[config.mk]
export PLATFORM = sky130hd
export DESIGN_NAME = multicycle_ctrl
export DESIGN_NICKNAME = d
export VERILOG_FILES = /design/src/rtl/multicycle_ctrl.sv
export SDC_FILE = /design/constraint.sdc
export NUM_CORES = 1
export LEC_CHECK = 0
export ABC_CLOCK_PERIOD_IN_PS = 2600
export CAP_MARGIN = 10
export CORE_MARGIN = 3
export CORE_UTILIZATION = 43
export CTS_BUF_LIST = sky130_fd_sc_hd__clkbuf_4 sky130_fd_sc_hd__clkbuf_8
export DETAILED_ROUTE_END_ITERATION = 8
export GPL_ROUTABILITY_DRIVEN = 0
export GPL_TIMING_DRIVEN = 0
export HOLD_SLACK_MARGIN = 0.05
export PLACE_DENSITY = 0.79
export SLEW_MARGIN = 20
export SYNTH_ARGS = -nofsm -noshare
export SYNTH_HDL_FRONTEND = slang
export SYNTH_SLANG_ARGS = --single-unit
[constraint.sdc]
create_clock -name clk -period 2.6 [get_ports clk]
set_clock_uncertainty 0.15 [all_clocks]
set_input_delay 0.52 -clock clk [delete_from_list [all_inputs] [get_ports clk]]
set_output_delay 0.52 -clock clk [all_outputs]
set_load 0.1 [all_outputs]
[src/rtl/multicycle_ctrl.sv]
// Multi-cycle control FSM for a MIPS-subset datapath: sequences fetch, decode,
// execute, memory access and write-back over one shared memory port.
module multicycle_ctrl #(
    parameter int WAIT_MAX = 15
) (
    input  logic        clk,
    input  logic        rst_n,
    input  logic        run,
    input  logic [31:0] instr,
    input  logic        mem_ready,
    input  logic        zero,
    output logic        mem_rd,
    output logic        mem_wr,
    output logic        mem_addr_sel,
    output logic        ir_we,
    output logic        pc_we,
    output logic [1:0]  pc_src,
    output logic        reg_we,
    output logic        wr_sel,
    output logic        mem_to_reg,
    output logic        alu_src_imm,
    output logic        ext_sign,
    output logic [2:0]  alu_op,
    output logic        illegal,
    output logic        mem_err,
    output logic [31:0] retired
);

    localparam int WW = (WAIT_MAX < 2) ? 1 : $clog2(WAIT_MAX + 1);
    localparam logic [WW-1:0] WAIT_LIM = WW'(WAIT_MAX);
    localparam logic [WW-1:0] WAIT_ONE = WW'(1);

    localparam logic [2:0] ALU_ADD = 3'd0;
    localparam logic [2:0] ALU_SUB = 3'd1;
    localparam logic [2:0] ALU_AND = 3'd2;
    localparam logic [2:0] ALU_OR  = 3'd3;
    localparam logic [2:0] ALU_SLT = 3'd4;

    typedef enum logic [2:0] {
        S_IDLE   = 3'd0,
        S_FETCH  = 3'd1,
        S_DECODE = 3'd2,
        S_EXEC   = 3'd3,
        S_MEM    = 3'd4,
        S_WB     = 3'd5
    } state_e;

    typedef enum logic [2:0] {
        IC_ILL   = 3'd0,
        IC_RTYPE = 3'd1,
        IC_IALU  = 3'd2,
        IC_LW    = 3'd3,
        IC_SW    = 3'd4,
        IC_BEQ   = 3'd5,
        IC_J     = 3'd6
    } iclass_e;

    state_e        state_r;
    state_e        state_nx_s;
    logic [WW-1:0] wait_cnt_r;
    logic [WW-1:0] wait_cnt_nx_s;
    logic [31:0]   retired_r;
    logic          illegal_r;
    logic          mem_err_r;
    logic          retire_s;
    logic          set_ill_s;
    logic          set_err_s;
    logic          timeout_s;
    state_e        boundary_s;
    iclass_e       cls_s;
    logic [2:0]    dec_alu_s;
    logic          dec_imm_s;
    logic          dec_sext_s;
    logic [5:0]    opc_s;
    logic [5:0]    fn_s;
    logic          instr_unused_s;

    assign opc_s          = instr[31:26];
    assign fn_s           = instr[5:0];
    assign instr_unused_s = ^instr[25:6];

    assign timeout_s  = (wait_cnt_r == WAIT_LIM) && !mem_ready;
    assign boundary_s = run ? S_FETCH : S_IDLE;

    assign retired = retired_r;
    assign illegal = illegal_r;
    assign mem_err = mem_err_r;

    // Classify the instruction held in the IR and pick its ALU controls.
    always_comb begin
        cls_s      = IC_ILL;
        dec_alu_s  = ALU_ADD;
        dec_imm_s  = 1'b0;
        dec_sext_s = 1'b0;
        case (opc_s)
            6'b000000: begin
                case (fn_s)
                    6'b100000: begin cls_s = IC_RTYPE; dec_alu_s = ALU_ADD; end
                    6'b100010: begin cls_s = IC_RTYPE; dec_alu_s = ALU_SUB; end
                    6'b100100: begin cls_s = IC_RTYPE; dec_alu_s = ALU_AND; end
                    6'b100101: begin cls_s = IC_RTYPE; dec_alu_s = ALU_OR;  end
                    6'b101010: begin cls_s = IC_RTYPE; dec_alu_s = ALU_SLT; end
                    default:   cls_s = IC_ILL;
                endcase
            end
            6'b001000: begin cls_s = IC_IALU; dec_alu_s = ALU_ADD; dec_imm_s = 1'b1; dec_sext_s = 1'b1; end
            6'b001010: begin cls_s = IC_IALU; dec_alu_s = ALU_SLT; dec_imm_s = 1'b1; dec_sext_s = 1'b1; end
            6'b001100: begin cls_s = IC_IALU; dec_alu_s = ALU_AND; dec_imm_s = 1'b1; end
            6'b001101: begin cls_s = IC_IALU; dec_alu_s = ALU_OR;  dec_imm_s = 1'b1; end
            6'b100011: begin cls_s = IC_LW;   dec_alu_s = ALU_ADD; dec_imm_s = 1'b1; dec_sext_s = 1'b1; end
            6'b101011: begin cls_s = IC_SW;   dec_alu_s = ALU_ADD; dec_imm_s = 1'b1; dec_sext_s = 1'b1; end
            6'b000100: begin cls_s = IC_BEQ;  dec_alu_s = ALU_SUB; end
            6'b000010: cls_s = IC_J;
            default:   cls_s = IC_ILL;
        endcase
    end

    // Next-state and control decode; only ir_we, pc_we and the FETCH/MEM exits see mem_ready/zero.
    always_comb begin
        state_nx_s   = state_r;
        mem_rd       = 1'b0;
        mem_wr       = 1'b0;
        mem_addr_sel = 1'b0;
        ir_we        = 1'b0;
        pc_we        = 1'b0;
        pc_src       = 2'd0;
        reg_we       = 1'b0;
        wr_sel       = 1'b0;
        mem_to_reg   = 1'b0;
        alu_src_imm  = 1'b0;
        ext_sign     = 1'b0;
        alu_op       = ALU_ADD;
        retire_s     = 1'b0;
        set_ill_s    = 1'b0;
        set_err_s    = 1'b0;
        case (state_r)
            S_IDLE: begin
                if (run) begin
                    state_nx_s = S_FETCH;
                end else begin
                    state_nx_s = S_IDLE;
                end
            end
            S_FETCH: begin
                mem_rd = 1'b1;
                if (mem_ready) begin
                    ir_we      = 1'b1;
                    pc_we      = 1'b1;
                    state_nx_s = S_DECODE;
                end else if (timeout_s) begin
                    set_err_s  = 1'b1;
                    state_nx_s = S_IDLE;
                end else begin
                    state_nx_s = S_FETCH;
                end
            end
            S_DECODE: begin
                if (cls_s == IC_ILL) begin
                    set_ill_s  = 1'b1;
                    state_nx_s = boundary_s;
                end else begin
                    state_nx_s = S_EXEC;
                end
            end
            S_EXEC: begin
                alu_op      = dec_alu_s;
                alu_src_imm = dec_imm_s;
                ext_sign    = dec_sext_s;
                case (cls_s)
                    IC_RTYPE, IC_IALU: state_nx_s = S_WB;
                    IC_LW, IC_SW:      state_nx_s = S_MEM;
                    IC_BEQ: begin
                        pc_src     = 2'd1;
                        pc_we      = zero;
                        retire_s   = 1'b1;
                        state_nx_s = boundary_s;
                    end
                    IC_J: begin
                        pc_src     = 2'd2;
                        pc_we      = 1'b1;
                        retire_s   = 1'b1;
                        state_nx_s = boundary_s;
                    end
                    default: state_nx_s = boundary_s;
                endcase
            end
            S_MEM: begin
                // ALU keeps producing the effective address while the access is pending.
                alu_op       = dec_alu_s;
                alu_src_imm  = dec_imm_s;
                ext_sign     = dec_sext_s;
                mem_addr_sel = 1'b1;
                mem_rd       = (cls_s == IC_LW);
                mem_wr       = (cls_s == IC_SW);
                if (mem_ready) begin
                    if (cls_s == IC_LW) begin
                        state_nx_s = S_WB;
                    end else begin
                        retire_s   = 1'b1;
                        state_nx_s = boundary_s;
                    end
                end else if (timeout_s) begin
                    set_err_s  = 1'b1;
                    state_nx_s = S_IDLE;
                end else begin
                    state_nx_s = S_MEM;
                end
            end
            S_WB: begin
                alu_op      = dec_alu_s;
                alu_src_imm = dec_imm_s;
                ext_sign    = dec_sext_s;
                reg_we      = 1'b1;
                wr_sel      = (cls_s == IC_RTYPE);
                mem_to_reg  = (cls_s == IC_LW);
                retire_s    = 1'b1;
                state_nx_s  = boundary_s;
            end
            default: state_nx_s = S_IDLE;
        endcase
    end

    // Wait counter runs only while a memory request is stalled and clears on any state change.
    always_comb begin
        if (state_nx_s != state_r) begin
            wait_cnt_nx_s = {WW{1'b0}};
        end else if (((state_r == S_FETCH) || (state_r == S_MEM)) && !mem_ready) begin
            wait_cnt_nx_s = wait_cnt_r + WAIT_ONE;
        end else begin
            wait_cnt_nx_s = wait_cnt_r;
        end
    end

    // State, wait counter, retire counter and sticky error flags.
    always_ff @(posedge clk or negedge rst_n) begin
        if (!rst_n) begin
            state_r    <= S_IDLE;
            wait_cnt_r <= {WW{1'b0}};
            retired_r  <= 32'd0;
            illegal_r  <= 1'b0;
            mem_err_r  <= 1'b0;
        end else begin
            state_r    <= state_nx_s;
            wait_cnt_r <= wait_cnt_nx_s;
            if (retire_s) begin
                retired_r <= retired_r + 32'd1;
            end
            if (set_ill_s) begin
                illegal_r <= 1'b1;
            end
            if (set_err_s) begin
                mem_err_r <= 1'b1;
            end
        end
    end

endmodule

Word level (Yosys, flattened, before mapping)
Cells that the tools add are included.
Operators by class
  add/subtract/negate cells: 2
  equal/unequal tests: 26
  mux-type cells: 41
  reduce and logical (&&, ||, !) cells: 18
Operators with widths (number)
  $eq 6x6->1 const B: 7
  $add 32x1->32 const B: 1
  $pmux 3 s5: 2
  $eq 6x4->1 const B: 4
  $mux 1: 22
  $pmux 3 s6: 1
  $eq 3x3->1 const B: 5
  $mux 3: 5
  $eq 3x2->1 const B: 4
  $pmux 3 s4: 1
  $reduce_or 2->1: 5
  $mux 4: 2
  $reduce_or 4->1: 2
  $eq 3x1->1 const B: 2
  $eq 6x2->1 const B: 1
  $eq 6x3->1 const B: 1
  $logic_not 3->1: 2
  $logic_not 6->1: 1
  $pmux 1 s2: 3
  $pmux 3 s2: 1
  $reduce_or 6->1: 1
  $reduce_or 5->1: 1
  $add 4x1->4 const B: 1
  $eq 4x4->1 const B: 1
  9 further kinds: 11
Word-level totals
  flip-flop bits (word level): 41
  output and inout bits: 49

Depth between registers and ports, before layout
  depth after elaboration: 10
  gate-level depth with buffers: 8
  gate-level depth less buffers: 7

Least setup slack after synthesis
No wires, ideal clock.
  kind: input port to output port
  start: input port instr[27]
  end: output port alu_op[0]
  arrival time: 4051 ps
  data required time: 1930 ps
  path slack: -2121 ps
  stages on the path: 6
  path through: buf_2 nor2b_1 a21oi_1 o22ai_1 nand3_1 nor4_1
Between the ends
  longest elaborated chain between the ends: 3
RTL lines
  from (decl): line 9  | input logic [31:0] instr,
  $eq 6x3->1 (tied with other cells): line 95  | case (opc_s)
  $pmux 3 s5 (*): line 95
  $mux 3 (*): line 136  | case (state_r)
  to (decl): line 23  | output logic [2:0] alu_op,
Every way passes the cells marked *; elsewhere a longest branch is shown, timed or not.

Worst setup path in the final report
  start: input port instr[31]
  end: register retired_r[21] (netlist: retired[21])
Between the ends
  longest elaborated chain between the ends: 7
RTL lines
  $eq 6x4->1: line 95
  $reduce_or 4->1 (no source line)
  $pmux 3 s6 (*): line 95
  $eq 3x2->1 or $eq 3x3->1 (tied branches): line 196, 169
  $mux 1 or $reduce_or 2->1 (tied branches)
  $mux 1, on equally long branches: line 195, 169
  $pmux 1 s3 (*): line 136
  to (signal assigned): line 246  | retired_r <= retired_r + 32'd1;
  to (decl): line 62  | logic [31:0] retired_r;
Marks and branches as above.
A chain may end at the register's enable or synchronous reset.

==> out/metrics.json <==
{
  "area_delta_synth_final": {"value": 84.1, "unit": "%"},
  "cp-end-kind": {"value": "flop"},
  "yosys.area.top_type": {"value": "dfrtp_1"},
  "clock_sink_count": {"value": 41},
  "post_dr_wirelength_cell": {"value": 22.9, "unit": "µm"},
  "netSwitchingPower": {"value": 1.24, "unit": "mW"},
  "layout-drive-gt1-share": {"value": 46.8, "unit": "%"},
  "worst-endpoint-arrival": {"value": 3.02, "unit": "ns"},
  "max_cap_viol_count": {"value": 0},
  "timing.critical_path.fanout_max": {"value": 5},
  "sequential_cell_area": {"value": 1040, "unit": "µm²"},
  "grt_pass1_vias": {"value": 2911},
  "critPathRequiredTime": {"value": 2.66, "unit": "ns"},
  "clock_insertion_delay_worst_skew": {"value": 0.32, "unit": "ns"},
  "grt_overflow_total": {"value": 0},
  "finish.instance_area": {"value": 4780, "unit": "µm²"},
  "synth_largest_type_area_fraction": {"value": 39.5, "unit": "%"},
  "route.vias.total": {"value": 2905},
  "fin_total_pwr": {"value": 2.66, "unit": "mW"},
  "final.hold.worst_slack": {"value": 0.323, "unit": "ns"},
  "floorplan.rows": {"value": 27},
  "hold_viol": {"value": 0},
  "synth_nets": {"value": 316},
  "syn_area": {"value": 2600, "unit": "µm²"},
  "antenna_cells": {"value": 0},
  "run_status": {"value": "finished, violations left"},
  "leakage": {"value": 2.45, "unit": "nW"},
  "final_cell_mix": {"value": "33 x buf_4, 31 x xor2_1, 31 x dfrtp_1"},
  "finalSetupViolCount": {"value": 45},
  "fillerInstances": {"value": 266},
  "number_of_buffers_inserted_during_clock_tree_synthesis": {"value": 5},
  "intPower": {"value": 1.42, "unit": "mW"},
  "irDropWorstVdd": {"value": 0.712, "unit": "mV"},
  "viasPerCell": {"value": 6.15},
  "worst-setup-path-type": {"value": "in2reg"},
  "boundaryPins": {"value": 86},
  "ys_seq_area_share": {"value": 39.5, "unit": "%"},
  "cts_tree": {"value": "built"},
  "postSynthRegisterBits": {"value": 41},
  "post_layout_nonfiller_instances": {"value": 472},
  "synth_enable_flop_cells": {"value": 0},
  "wire_length_of_the_first_global_routing_pass": {"value": 14.7, "unit": "mm"},
  "synth_area_leaders": {"value": "dfrtp_1 39%, xor2_1 10%, nand2_1 3.6%"},
  "first_pass_iteration_count_of_the_detailed_router": {"value": 4},
  "seq_power_share": {"value": 30.5, "unit": "%"},
  "commonest_non_fill_non_tap_cell_in_the_layout": {"value": "buf_4"},
  "rsz0062_at_grt": {"value": "yes"},
  "place.detailed.instances": {"value": 414},
  "power_frac_clock": {"value": 20.6, "unit": "%"},
  "violations": {"value": "negative setup slack"},
  "placement.cell_area": {"value": 3550, "unit": "µm²"},
  "worst_slew_margin_rel": {"value": 31.9, "unit": "%"},
  "p_comb_share": {"value": 49.0, "unit": "%"},
  "drc": {"value": 0},
  "clockRootBuffer": {"value": "clkbuf_8"},
  "die_area": {"value": 7010, "unit": "µm²"},
  "max_clock_freq": {"value": 338, "unit": "MHz"},
  "final_critical_delay_including_setup_and_external_delays": {"value": 2.96, "unit": "ns"},
  "setup.worst_path.start_class": {"value": "input port"},
  "grtUsageTotal": {"value": 25.8, "unit": "%"},
  "async_flop_share": {"value": 100, "unit": "%"},
  "initial_utilization": {"value": 45.8, "unit": "%"},
  "max-clock-path-buffers": {"value": 2},
  "final_antenna_net_count": {"value": 0},
  "multi_input_area": {"value": 2130, "unit": "µm²"},
  "dpl.hpwl": {"value": 4.97, "unit": "mm"},
  "cts_max_level": {"value": 2},
  "floorplan.core_area": {"value": 5680, "unit": "µm²"},
  "grt_max_degree": {"value": 32},
  "number_of_instances_in_the_synthesized_netlist": {"value": 277},
  "wirelength": {"value": 10.8, "unit": "mm"},
  "die_w": {"value": 83.7, "unit": "µm"},
  "layout_setup_ws": {"value": -0.359, "unit": "ns"},
  "synth.lib_cells_used.distinct": {"value": 51},
  "preCtsSetupSlack": {"value": -1.80, "unit": "ns"},
  "cts.reportedPaths.clkPinSlew": {"value": 0.10, "unit": "ns"},
  "switching_share": {"value": 46.8, "unit": "%"},
  "grt_antenna_before_repair": {"value": 0},
  "hold_class": {"value": "reg2reg"},
  "die_y": {"value": 83.7, "unit": "µm"},
  "layout.nets": {"value": 438},
  "ys_warn_count": {"value": 0},
  "worst-slew-pin-transition": {"value": 1.02, "unit": "ns"},
  "postSynthAreaPerCell": {"value": 9.38, "unit": "µm²"},
  "timing.final.max_slew_violations": {"value": 0},
  "period_share": {"value": 114, "unit": "%"},
  "ys.flop_type": {"value": "dfrtp_1"},
  "power-per-cell-area": {"value": 556, "unit": "nW/µm²"},
  "detailedRoute.firstIterationViolations": {"value": 203},
  "io_buffer_count": {"value": 64}
}
## worst max-delay path: stages
cell       delay, ns
buf_6           0.09
or2_4           0.24
or4b_4          0.51
buf_6           0.14
buf_6           0.12
buf_4           0.13
buf_6           0.11
o211ai_4        0.25
a2bb2oi_4       0.16
buf_12          0.16
nor4_4          0.27
xor2_1          0.32
## state kept, by name (all words and copies together), names as in the netlist
name,flops
wait_cnt_r,4
illegal,1
mem_err,1
state_r,3
retired,32
## final cells by class
type                            instances  area share [%]
Multi-Input combinational cell        218            44.6
Tap cell                               72            1.88
Buffer                                 11            2.49
Clock inverter                          3           0.968
Timing Repair Buffer                  118            26.6
Sequential cell                        41            21.7
Inverter                                4           0.314
Clock buffer                            5            1.44
## cells by family after synthesis
family / synth area share, %
muxes: 1.64
DFF: 39.5
AOI/OAI and AO/OA: 10.5
buffers and inverters: 3.37
and+or+nand+nor: 31.9
adders and majority gates: 0.963
xor gates and xnor gates: 12.1
## power groups by stage
| stage | sequential [mW] | combinational [mW] | clock, mW |
|---|---|---|---|
| 2_1_floorplan | 1.09 | 0.521 | 0 |
| 3_3_place_gp | 0.775 | 1.07 | 0 |
| 3_5_place_dp | 0.777 | 1.08 | 0 |
| 4_1_cts | 0.766 | 1.18 | 0.534 |
| 5_1_grt | 0.817 | 1.34 | 0.578 |
| 6_report | 0.810 | 1.30 | 0.548 |
## path summary, 6_finish.rpt
check                           slack [ns]  depth (start not counted)   startpoint     endpoint
worst max-delay path                 -0.36                         12    instr[31]  retired[21]
worst min-delay path                  0.32                          1  retired[31]  retired[31]
worst max register to register       -0.01                          6   retired[3]  retired[21]
worst min register to register        0.32                          1  retired[31]  retired[31]
max in group asynchronous             1.37                          3        rst_n   state_r[2]
min in group asynchronous             0.44                          2        rst_n  retired[26]
## repair_timing
action	4_1_cts	5_1_grt
resized for setup	206	102
pin swaps	66	58
hold endpoints to repair	10	0
hold buffers	1	0
endpoints found under the setup margin	52	63
cloned	3	0
setup buffers	26	29
## per-layer routing
metal / wire length [µm] / GRT usage (%) / vias to the layer above
li1: - / - / 1245
met1: 3990 / 28.9 / 1454
met2: 5720 / 47.0 / 158
met3: 590 / 5.13 / 48
met4: 497 / 11.4 / 0
met5: 0 / 0 / -
## stage by stage
| stage | setup TNS [ns] | utilization, % |
|---|---|---|
| 3_3_place_gp | -45.14 | 62.3 |
| 6_report | -8.61 | 84.3 |
| 3_5_place_dp | -39.43 | 62.6 |
| 4_1_cts | -3.44 | 77.1 |
| 5_1_grt | -9.62 | 84.3 |
| 2_1_floorplan | -1.25 | - |
## synth_stat cells (3+ instances only)
master,count
o22ai_1,4
and4_1,3
clkbuf_1,8
o21ai_0,4
nor3b_1,3
nand2b_1,11
and3_1,5
a211oi_1,3
nand2_1,25
nor2b_1,3
nor4_2,7
inv_1,4
buf_2,4
a21oi_1,9
xnor2_1,5
or3_1,5
and2_1,4
nor2_1,20
xor2_1,31
nand3_1,13
nand4_1,6
dfrtp_1,41
nor3_1,18
a211o_1,5
Note: power is estimated with default switching activity, not from simulation.
